### config.mk
export PLATFORM = sky130hd
export DESIGN_NAME = ones_complement
export DESIGN_NICKNAME = d
export VERILOG_FILES = /design/src/rtl/ones_complement.sv
export SDC_FILE = /design/constraint.sdc
export NUM_CORES = 1
export LEC_CHECK = 0
export ABC_AREA = 1
export CORE_ASPECT_RATIO = 0.75
export CORE_MARGIN = 5
export CORE_UTILIZATION = 30
export DETAILED_ROUTE_END_ITERATION = 8
export PLACE_DENSITY = 0.56
export SLEW_MARGIN = 20
export SYNTH_ARGS = -nofsm -noshare
export SYNTH_HDL_FRONTEND = slang
export SYNTH_SLANG_ARGS = --single-unit
export TNS_END_PERCENT = 100
### constraint.sdc
create_clock -name clk -period 1.3 [get_ports clk]
set_clock_uncertainty 0.15 [all_clocks]
set_input_delay 0.13 -clock clk [delete_from_list [all_inputs] [get_ports clk]]
set_output_delay 0.13 -clock clk [all_outputs]
set_load 0.02 [all_outputs]
### src/rtl/ones_complement.sv
// ones_complement: registered pass-through / bitwise ones' complement of an
// operand, with a sticky valid flag and registered all-zero / all-ones flags.
module ones_complement #(
  parameter int unsigned WIDTH = 8
) (
  input  logic             clk,
  input  logic             rst_n,
  input  logic             en,
  input  logic             inv,
  input  logic [WIDTH-1:0] i,
  output logic [WIDTH-1:0] o,
  output logic             valid,
  output logic             is_zero,
  output logic             is_ones
);

  logic [WIDTH-1:0] load_val;
  logic [WIDTH-1:0] o_d, o_q;
  logic             valid_d, valid_q;
  logic             is_zero_d, is_zero_q;
  logic             is_ones_d, is_ones_q;

  // Candidate result: each bit of i is flipped when inv is set, purely bitwise.
  always_comb begin
    load_val = i ^ {WIDTH{inv}};
  end

  // Next-state: load the new result on en; flags derive from the loaded value
  // so they always line up with o in the same cycle.
  always_comb begin
    o_d       = o_q;
    valid_d   = valid_q;
    is_zero_d = is_zero_q;
    is_ones_d = is_ones_q;
    if (en) begin
      o_d       = load_val;
      valid_d   = 1'b1;
      is_zero_d = (load_val == '0);
      is_ones_d = (load_val == '1);
    end
  end

  // State registers with asynchronous active-low reset to an empty, zero result.
  always_ff @(posedge clk or negedge rst_n) begin
    if (!rst_n) begin
      o_q       <= '0;
      valid_q   <= 1'b0;
      is_zero_q <= 1'b1;
      is_ones_q <= 1'b0;
    end else begin
      o_q       <= o_d;
      valid_q   <= valid_d;
      is_zero_q <= is_zero_d;
      is_ones_q <= is_ones_d;
    end
  end

  assign o       = o_q;
  assign valid   = valid_q;
  assign is_zero = is_zero_q;
  assign is_ones = is_ones_q;

endmodule

* Word-level counts from Yosys, hierarchy flattened
Cells that the tools add are included.
Operators by class: equality and inequality tests 1, bitwise logic cells 1, reductions and logical operators 1
Operators by type and width (count):
- == test 8 bit (second input constant) | 1
- logical NOT 8 bit | 1
- bitwise XOR 8 bit | 1
Storage, ports and cells: register bits 11, input bits 12, output and inout port bits 11, logic and storage cells 7

* Logic depth before layout (Yosys ltp)
Gate-level depths: netlist (run 1).
depth in word-level cells 2, depth in mapped cells 8, gate-level depth less buffers 7

* Worst setup path after synthesis (run 1)
Ideal clock, no wire load.
kind flip-flop to flip-flop, start register, netlist name valid, end register valid_q (netlist: valid), setup time 0.127 ns, data arrival time 0.710 ns, required time 1.023 ns, path slack 0.312 ns, stages on the path, launching flop included 2, path buffers 0, clock period less this slack 0.988 ns, cells stage by stage dfrtp_1 -> or2_2
RTL lines:
- to (signal assigned) | line 52 | valid_q <= valid_d;
- to (decl) | line 19 | logic valid_d, valid_q;

* Worst setup path after layout (run 1)
start register o_q[1] (netlist: o[1]), end output port o[1]
RTL lines:
- from (decl) | line 18 | logic [WIDTH-1:0] o_d, o_q;
- from (signal assigned) | line 46 | o_q <= '0;
- from (signal assigned) | line 51 | o_q <= o_d;
- to (decl) | line 11 | output logic [WIDTH-1:0] o,
No word-level cell between the ends.

==> results of run 1 <==
==> sequential cells by signal (all words and copies together), names as in the netlist <==
| signal | count |
|---|---|
| is_zero | 1 |
| valid | 1 |
| o | 8 |
| is_ones | 1 |
==> report_power, final <==
part           internal [mW]  switching (mW)  leakage, nW
logic                  0.106           0.127        0.369
clock network          0.119           0.119       0.0150
registers              0.369          0.0124        0.128
total                  0.594           0.259        0.513
==> Yosys cell counts <==
master	number	area, sq um
sky130_fd_sc_hd__o21ai_0	7	35.0
sky130_fd_sc_hd__xnor2_1	1	8.76
sky130_fd_sc_hd__nand2_1	53	199
sky130_fd_sc_hd__buf_4	1	7.51
sky130_fd_sc_hd__nand3_1	2	10.0
sky130_fd_sc_hd__nor2_1	8	30.0
sky130_fd_sc_hd__buf_6	2	22.5
sky130_fd_sc_hd__or2_2	1	6.26
sky130_fd_sc_hd__xor2_1	1	8.76
sky130_fd_sc_hd__dfstp_2	1	26.3
sky130_fd_sc_hd__dfrtp_1	10	250
sky130_fd_sc_hd__inv_1	9	33.8
==> how the worst max path moves through the flow <==
| stage | cells past startpoint | end |
|---|---|---|
| 2_1_floorplan | 1 | valid |
| 4_1_cts | 1 | is_ones |
| 6_report | 1 | o[1] |
| 5_1_grt | 1 | o[5] |
| 3_3_place_gp | 8 | is_zero |
| 3_5_place_dp | 8 | is_zero |
==> cell families (layout without fill, tap and decap cells) <==
| logic type | Yosys count | count (layout) |
|---|---|---|
| buf+inv | 12 | 44 |
| xor+xnor | 2 | 2 |
| flops | 11 | 11 |
| compound gates | 7 | 7 |
| simple gates | 64 | 64 |
==> layer usage <==
layer	GRT usage	part of all wire	vias up
met2	0.154	0.42	21
met3	0.0545	0.083	0
met1	0.128	0.49	298
met4	0	0	0
met5	0	0	-
li1	-	-	350
==> area by class of cell <==
| type | instances | area (sq um) |
|---|---|---|
| Inverter | 9 | 33.8 |
| Sequential cell | 11 | 277 |
| Tap cell | 24 | 30.0 |
| Multi-Input combinational cell | 73 | 298 |
| Timing Repair Buffer | 31 | 275 |
| Clock buffer | 4 | 26.3 |
| Fill cell | 214 | 1070 |
==> stage by stage <==
stage | instances | worst slack, ns | power (mW) | utilization
after floorplan | 96 | 0.312 | 0.510 | -
after global placement | 148 | -0.182 | 0.642 | 0.460
after detailed placement | 148 | -0.197 | 0.644 | 0.460
after CTS | 152 | 0.0152 | 0.864 | 0.464
after global routing | 152 | 0.00438 | 0.909 | 0.466
final | 152 | 0.0502 | 0.853 | 0.466
==> timing repair <==
| item | in CTS | in global routing |
|---|---|---|
| setup buffers | 0 | 0 |
| hold endpoints to repair | 0 | 0 |
| endpoints found under the setup margin | 11 | 2 |
| gates resized for setup | 14 | 2 |
==> metrics list, run 1 <==
- Run status: complete, no violations
- The tree is rooted in a sky130_fd_sc_hd__clkbuf_4.
- Summed area of non-filler cells in the final layout: about 940 sq um
- Setup TNS: 0 ns
* Multiplexer fraction of the synthesized cell area: 0
- Derived from the worst setup path, the maximum achievable clock frequency is around 0.80 GHz.
* Worst path bufs/invs: 1
- Critical Path AT: 0.97 ns
- Worst R2R Start: valid
* Cell type group with the largest total delay on the critical path: flip-flops
* Cell Area, Placed: 926 sq um
- After global routing the overflow that remains totals 0.
* DRC errors left: 0
- Required time of the worst setup path: 1.02 ns
* Count of TritonRoute iterations in the first routing pass: 4
- Floorplan die area: between 3000 and 4000 sq um
- After synthesis, the largest family of logic cells by area is simple AND/OR/NAND/NOR gates.
* Synthesized netlist net count: 108
* Final Critical Period: roughly 1.2 ns
- Of the available clock period, the critical path in the final layout requires 0.961.
- For this run, the post-layout net count is 141.
- LEAKAGE: 0.513 nW
* Critical-path cell list: dlygate4sd2_1
- Synth-to-Final Area Change: 47.3%
- For this run, the total global-route usage over all layers was measured as 0.0986.
- Share of post-route cells with drive strength above 1: 0.117
* Most used cells in the layout excluding fill and tap cells: 53 x sky130_fd_sc_hd__nand2_1, 11 x sky130_fd_sc_hd__clkdlybuf4s50_1, 10 x sky130_fd_sc_hd__dfrtp_1, 9 x sky130_fd_sc_hd__inv_1, 9 x sky130_fd_sc_hd__dlygate4sd2_1
- 0 antenna diodes ended up in the layout.
- The final max-slew violation count was 0.
* Adder-cell area share of the yosys netlist: 0
* Seq/Total Area, Yosys: 0.433
* Total clock sinks: 11
- CP max stage delay: 0.38 ns
- The final number of hold-violating endpoints came to 0.
* Average vias per placed instance: 4.40
* Slowest library cell on the worst path: sky130_fd_sc_hd__dfrtp_1
- Number of buffers created by CTS: 3
- Unrepaired setup endpoints after global routing: false
- The HPWL after detailed placement is 1210 um.
- The first global-routing pass estimated ~2600 um of wire.
* Starting density of the core: 0.317
* Synthesized area per cell: 6.65 sq um
- The synthesized netlist occupies a cell area of between 600 and 700 sq um.
* Clock latency of the later-clocked register in the worst-skew pair: 0.27 ns
- Number of placed I/O pins: 23
- The initialized floorplan defines 14 standard-cell rows.
* Post-synthesis share of cell area spent on xor and xnor gates: 0.0275
- Number of buffers added to fix hold violations after cts: 0
- In this run, the number of DRC markers left after iteration 0 of detailed routing was 32.
* Remaining number of nets flagged by the antenna check after routing: 0
- Average wire per cell in the routed design: 9.78 um
* Compound-cell area share of the yosys netlist: 0.0549
- Synthesis produced a netlist whose cell count is 96.
- Synthesis inferred 11 register bits.
- The initial antenna violation count is 0.
- PwrDens: around 900 nW/um^2
* Placer's final routability congestion estimate: just under 0.8
- Vias in the first global route: between 600 and 700
- Of the total synthesized cell area, the portion taken by AND, OR, NAND and NOR gates is 0.384.
- The setup check on the worst reg-to-reg path leaves a slack of approximately 0.40 ns.
- Path class of the lowest-slack min-delay path: input port to async pin
* Worst Setup End Kind: output pin
- RR Endpoint: valid
* Syn. warnings: 0
* Maximum capacitance violations: 0
- The floorplan step set the die height to roughly 50 um.
- In this run the worst setup path begins at o[1].
- Kind of critical path: flop to output pin
- Largest net degree at the start of global routing: 15
* Worst vdd rail ir drop: 0.664 mV
- Maximum level of the CTS H-tree: 1
- TritonCTS built the clock tree.
- Number of endpoints failing setup at the final stage: 0
- The worst register-to-register path has a depth of 1.
- Wire length reported by the detailed router: about 1500 um
* Maximum fanout encountered on the critical timing path: 2
- Worst hold slack after final layout: 0.00274 ns
* Worst-margin pin slew: 0.218 ns
- Summing over every cut layer, the via total after detailed routing is approximately 670.
- The worst setup path is launched from a flop.
* Horizontal extent of the die: between 60 and 70 um
- In this run the tool buffered the top-level ports with 22 buffer cells.
- Core Region: 2010 sq um
* Distinct cells, synth: 12
- CTS clk-pin slew, worst paths: 0.08 ns
- Tightest slew margin relative to the limit: 0.855
* Commonest non-fill, non-tap cell in the layout: sky130_fd_sc_hd__nand2_1
* Buffer levels on the longest clock path: 2
No activity file was read; power rests on OpenSTA's default activity.
==> run 2, diff against run 1 <==
--- a/config.mk
+++ b/config.mk
@@ -9,6 +9,7 @@
 export CORE_ASPECT_RATIO = 0.75
 export CORE_MARGIN = 5
 export CORE_UTILIZATION = 30
+export CTS_CLUSTER_SIZE = 20
 export DETAILED_ROUTE_END_ITERATION = 8
 export PLACE_DENSITY = 0.56
 export SLEW_MARGIN = 20
==> results of run 2 <==
Final layout, timing and power as in run 1 (identical DEF).
==> variant 1, RTL diff (config.mk and constraints of run 1) <==
Register the output `o` once more, without a reset; this adds one clock of latency there. The other outputs are not delayed to match. Comments in the files are not updated.
--- a/src/rtl/ones_complement.sv
+++ b/src/rtl/ones_complement.sv
@@ -55,7 +55,9 @@
     end
   end
 
-  assign o       = o_q;
+  always_ff @(posedge clk) begin
+    o <= o_q;
+  end
   assign valid   = valid_q;
   assign is_zero = is_zero_q;
   assign is_ones = is_ones_q;
Check against the original RTL: not equivalent (a bounded check fails within 4 cycles, from zero or initial values and one cycle with rst_n low).
==> variant 1 against run 1 <==
Combinational power increased by 3%. Setup slack improved by 5.1 ps. Clock power increased by 21%. Die area increased by 21%. Total power increased by 39%. Non-clock buffer count increased by 2. Wire length increased by 4.4%. Synthesized area increased by 25%. Sequential cell count increased by 8. Final cell count increased by 14%. Count of clock-buffer cells in the layout unchanged. Cell area increased by 21%. Critical path type unchanged. Largest power group unchanged.
==> variant 1: results (changes against run 1) <==
HP Class - reg -> reg (was in -> async)
top area cells in the synthesized netlist - dfrtp_1, nand2_1, dfxtp_1 (was dfrtp_1, nand2_1, o21ai_0)
share of cells above drive strength 1 - 0.145 (was 0.117)
Clk network pwr share - 0.242 (was 0.279)
DRT Wirelength - 1.55 mm (was 1.49 mm)
routed wire length per instance - 8.92 um (was 9.78 um)
Sw Ratio - 0.265 (was 0.304)
design area - 1130 um2 (was 940 um2)
outcome - finished clean (unchanged)
met1 usage - 0.118 (was 0.128)
highest routed layer - met4 (was met3)
first-pass GRT wire length - 2.73 mm (was 2.56 mm)
Multi-input gate area - 303 um2 (was 298 um2)
WL met2 - 563 um (was 631 um)
Compound-Gate Fraction of Synth Area - 0.0438 (was 0.0549)
Synth Area per Inst - 7.70 um2 (was 6.65 um2)
syn nets - 116 (was 108)
DR vias - 692 (was 669)
worst vdd ir - 0.000332 V (was 0.000664 V)
routability cong. - 0.755 (was 0.773)
grt met3 use - 0.0367 (was 0.0545)
fill cell count - 278 (was 214)
Largest stage delay, worst path - 540 ps (was 380 ps)
Final nets - 151 (was 141)
largest net degree at the start of global routing - 13 (was 15)
Gates resized, CTS repair - 15 (was 14)
Seq. cell area - 437 um2 (was 277 um2)
Clock buf/inv share - 0.0232 (was 0.0280)
Hold Buf Count CTS - 1 (was 0)
post-detail-place hpwl - 1.26 mm (was 1.21 mm)
Total GRT Usage - 0.0936 (was 0.0986)
CP max-delay cell - dfstp_2 (was dfrtp_1)
buffer share of cell area - 0.254 (was 0.293)
register area share after synthesis - 0.545 (was 0.433)
Signal buffers - 33 (was 31)
WL met3 - 112 um (was 124 um)
XOR/XNOR Fraction of Synth Area - 0.0219 (was 0.0275)
-- variant 1: changes by cell type after synthesis, sizes merged --
cell / delta
dfxtp: +8
-- variant 1: path summary, 6_finish.rpt --
check                             start  endpoint  slack [ps]  cells after the start
worst min register to register   o_q[6]      o[6]         230                      0
max in group asynchronous         rst_n   is_zero         250                      3
worst max register to register    valid     valid         390                      1
min in group asynchronous         rst_n    o_q[2]         530                      3
worst min-delay path             o_q[6]      o[6]         230                      0
worst max-delay path            is_zero   is_zero          60                      1
-- variant 1: kinds of logic after synthesis --
kind of cell    count (synthesis)
buf+inv                        12
xor+xnor                        2
flops                          19
simple gates                   64
compound gates                  7
-- variant 1: through the flow --
| step | setup TNS (ps) | setup slack, ps |
|---|---|---|
| floorplan | 0 | 312 |
| global placement | -838 | -205 |
| detailed placement | -1050 | -200 |
| CTS | 0 | 9.52 |
| global route | 0 | 11.6 |
| finish | 0 | 55.2 |
==> variant 2, RTL diff (flow settings as in run 1) <==
Without the edit above. Change the parameter `WIDTH` from 8 to 9.
--- a/src/rtl/ones_complement.sv
+++ b/src/rtl/ones_complement.sv
@@ -1,7 +1,7 @@
 // ones_complement: registered pass-through / bitwise ones' complement of an
 // operand, with a sticky valid flag and registered all-zero / all-ones flags.
 module ones_complement #(
-  parameter int unsigned WIDTH = 8
+  parameter int unsigned WIDTH = 9
 ) (
   input  logic             clk,
   input  logic             rst_n,
Interface: changed (resized i and o); port bits go from 23 to 25. No check against the original RTL was run, so the function may have changed too.
==> variant 2 against run 1 <==
Synthesized cell count is 11% higher. Sequential cell count up 1. Critical path depth stayed put. Synthesized area rose by 12%. Total power up 14%. Wire length rose by 13%. Cell area rose by 15%. Combinational power up 17%. Setup slack improved by 1.6 ps. Critical path type unchanged. Largest cell class unchanged. Highest routed layer is now met4.
==> variant 2: results (changes against run 1) <==
port bufs - 24 (was 22)
Final nets - 157 (was 141)
Static Leakage - 0.591 nW (was 0.513 nW)
clk slew on worst S/H paths - 70 ps
outcome - finished clean (unchanged)
synth unique cells - 16 (was 12)
routability cong. - 0.797 (was 0.773)
Root Driver - clkbuf_4 (unchanged)
commonest cells in the netlist - nand2_1, dfrtp_1, inv_1, nor2_1, o21ai_0 (unchanged)
CP arrival - 970 ps (about the same)
largest net degree at the start of global routing - 16 (was 15)
Max Root-Sink Buffers - 2 (unchanged)
DP Cell Count - 173 (was 148)
DR vias - 719 (was 669)
post-detail-place hpwl - 1.40 mm (was 1.21 mm)
Mapped Cells - 107 (was 96)
Critical Path Fanout Max - 2 (unchanged)
Largest register FFs - 9 (was 8)
register area share after synthesis - 0.423 (was 0.433)
slew margin rel. - 0.742 (was 0.855)
Top FF cell, synth - dfrtp_1 (unchanged)
top area cells in the synthesized netlist - dfrtp_1, nand2_1, inv_1 (was dfrtp_1, nand2_1, o21ai_0)
via/cell ratio - 4.06 (was 4.40)
worst vdd ir - 0.000276 V (was 0.000664 V)
initial antenna violation count - 0 (unchanged)
syn nets - 120 (was 108)
pre-CTS setup slack - -277 ps (was -197 ps)
vias in the first global route - 640 (was 644)
share of cells above drive strength 1 - 0.182 (was 0.117)
1st-iter DRT viols - 30 (was 32)
Total GRT Usage - 0.106 (was 0.0986)
routed wire length per instance - 9.53 um (was 9.78 um)
Num CTS Buffers - 3 (unchanged)
fill cell count - 260 (was 214)
first-pass GRT wire length - 2.77 mm (was 2.56 mm)
[variant 2: report_power, final]
part	switching (W)	total, W	internal [W]
combinational	0.000146	0.000272	0.000125
sequential	0.0000152	0.000418	0.000403
clock	0.000115	0.000285	0.000170
[variant 2: timing repair]
item,in CTS,in global routing
setup endpoints to repair,12,4
resized for setup,15,3
hold buffers,0,0
[variant 2: worst paths after layout]
kind | startpoint | endpoint | slack (ps) | cells after the start
max | o[4] | o[4] | 50 | 1
min | rst_n | o[6] | 10 | 2
max reg2reg | valid | valid | 400 | 1
min reg2reg | valid | valid | 310 | 1
max in group asynchronous | rst_n | is_zero | 770 | 2
min in group clk | inv | o[7] | 200 | 4
[variant 2: cell families (layout without fill, tap and decap cells)]
| logic type | after synthesis | after routing | share of synthesized area |
|---|---|---|---|
| buffers and inverters | 15 | 51 | 0.103 |
| AND/OR/NAND/NOR | 71 | 71 | 0.404 |
| flip-flops | 12 | 12 | 0.423 |
| AO/OA/AOI/OAI | 9 | 9 | 0.0702 |
[variant 2: area by class of cell]
class                      instances  area, um2  share of cell area
timing repair buffer              36        315               0.293
clock buffer                       4       36.3              0.0337
sequential                        12        302               0.280
inverter                          11       43.8              0.0407
multi-input combinational         80        338               0.314
tap                               34       42.5              0.0395
[variant 2: through the flow]
step	area, um2	util
5_1_grt	1080	0.470
6_report	1080	0.470
2_1_floorplan	713	-
3_5_place_dp	1050	0.460
4_1_cts	1070	0.468
3_3_place_gp	1050	0.460
[variant 2: metal layers]
layer	GRT usage	up-vias	routed length, um
met5	0	-	0
met4	0.0608	0	25
met3	0.0236	2	74
met2	0.148	18	668
met1	0.148	302	917
li1	-	397	-
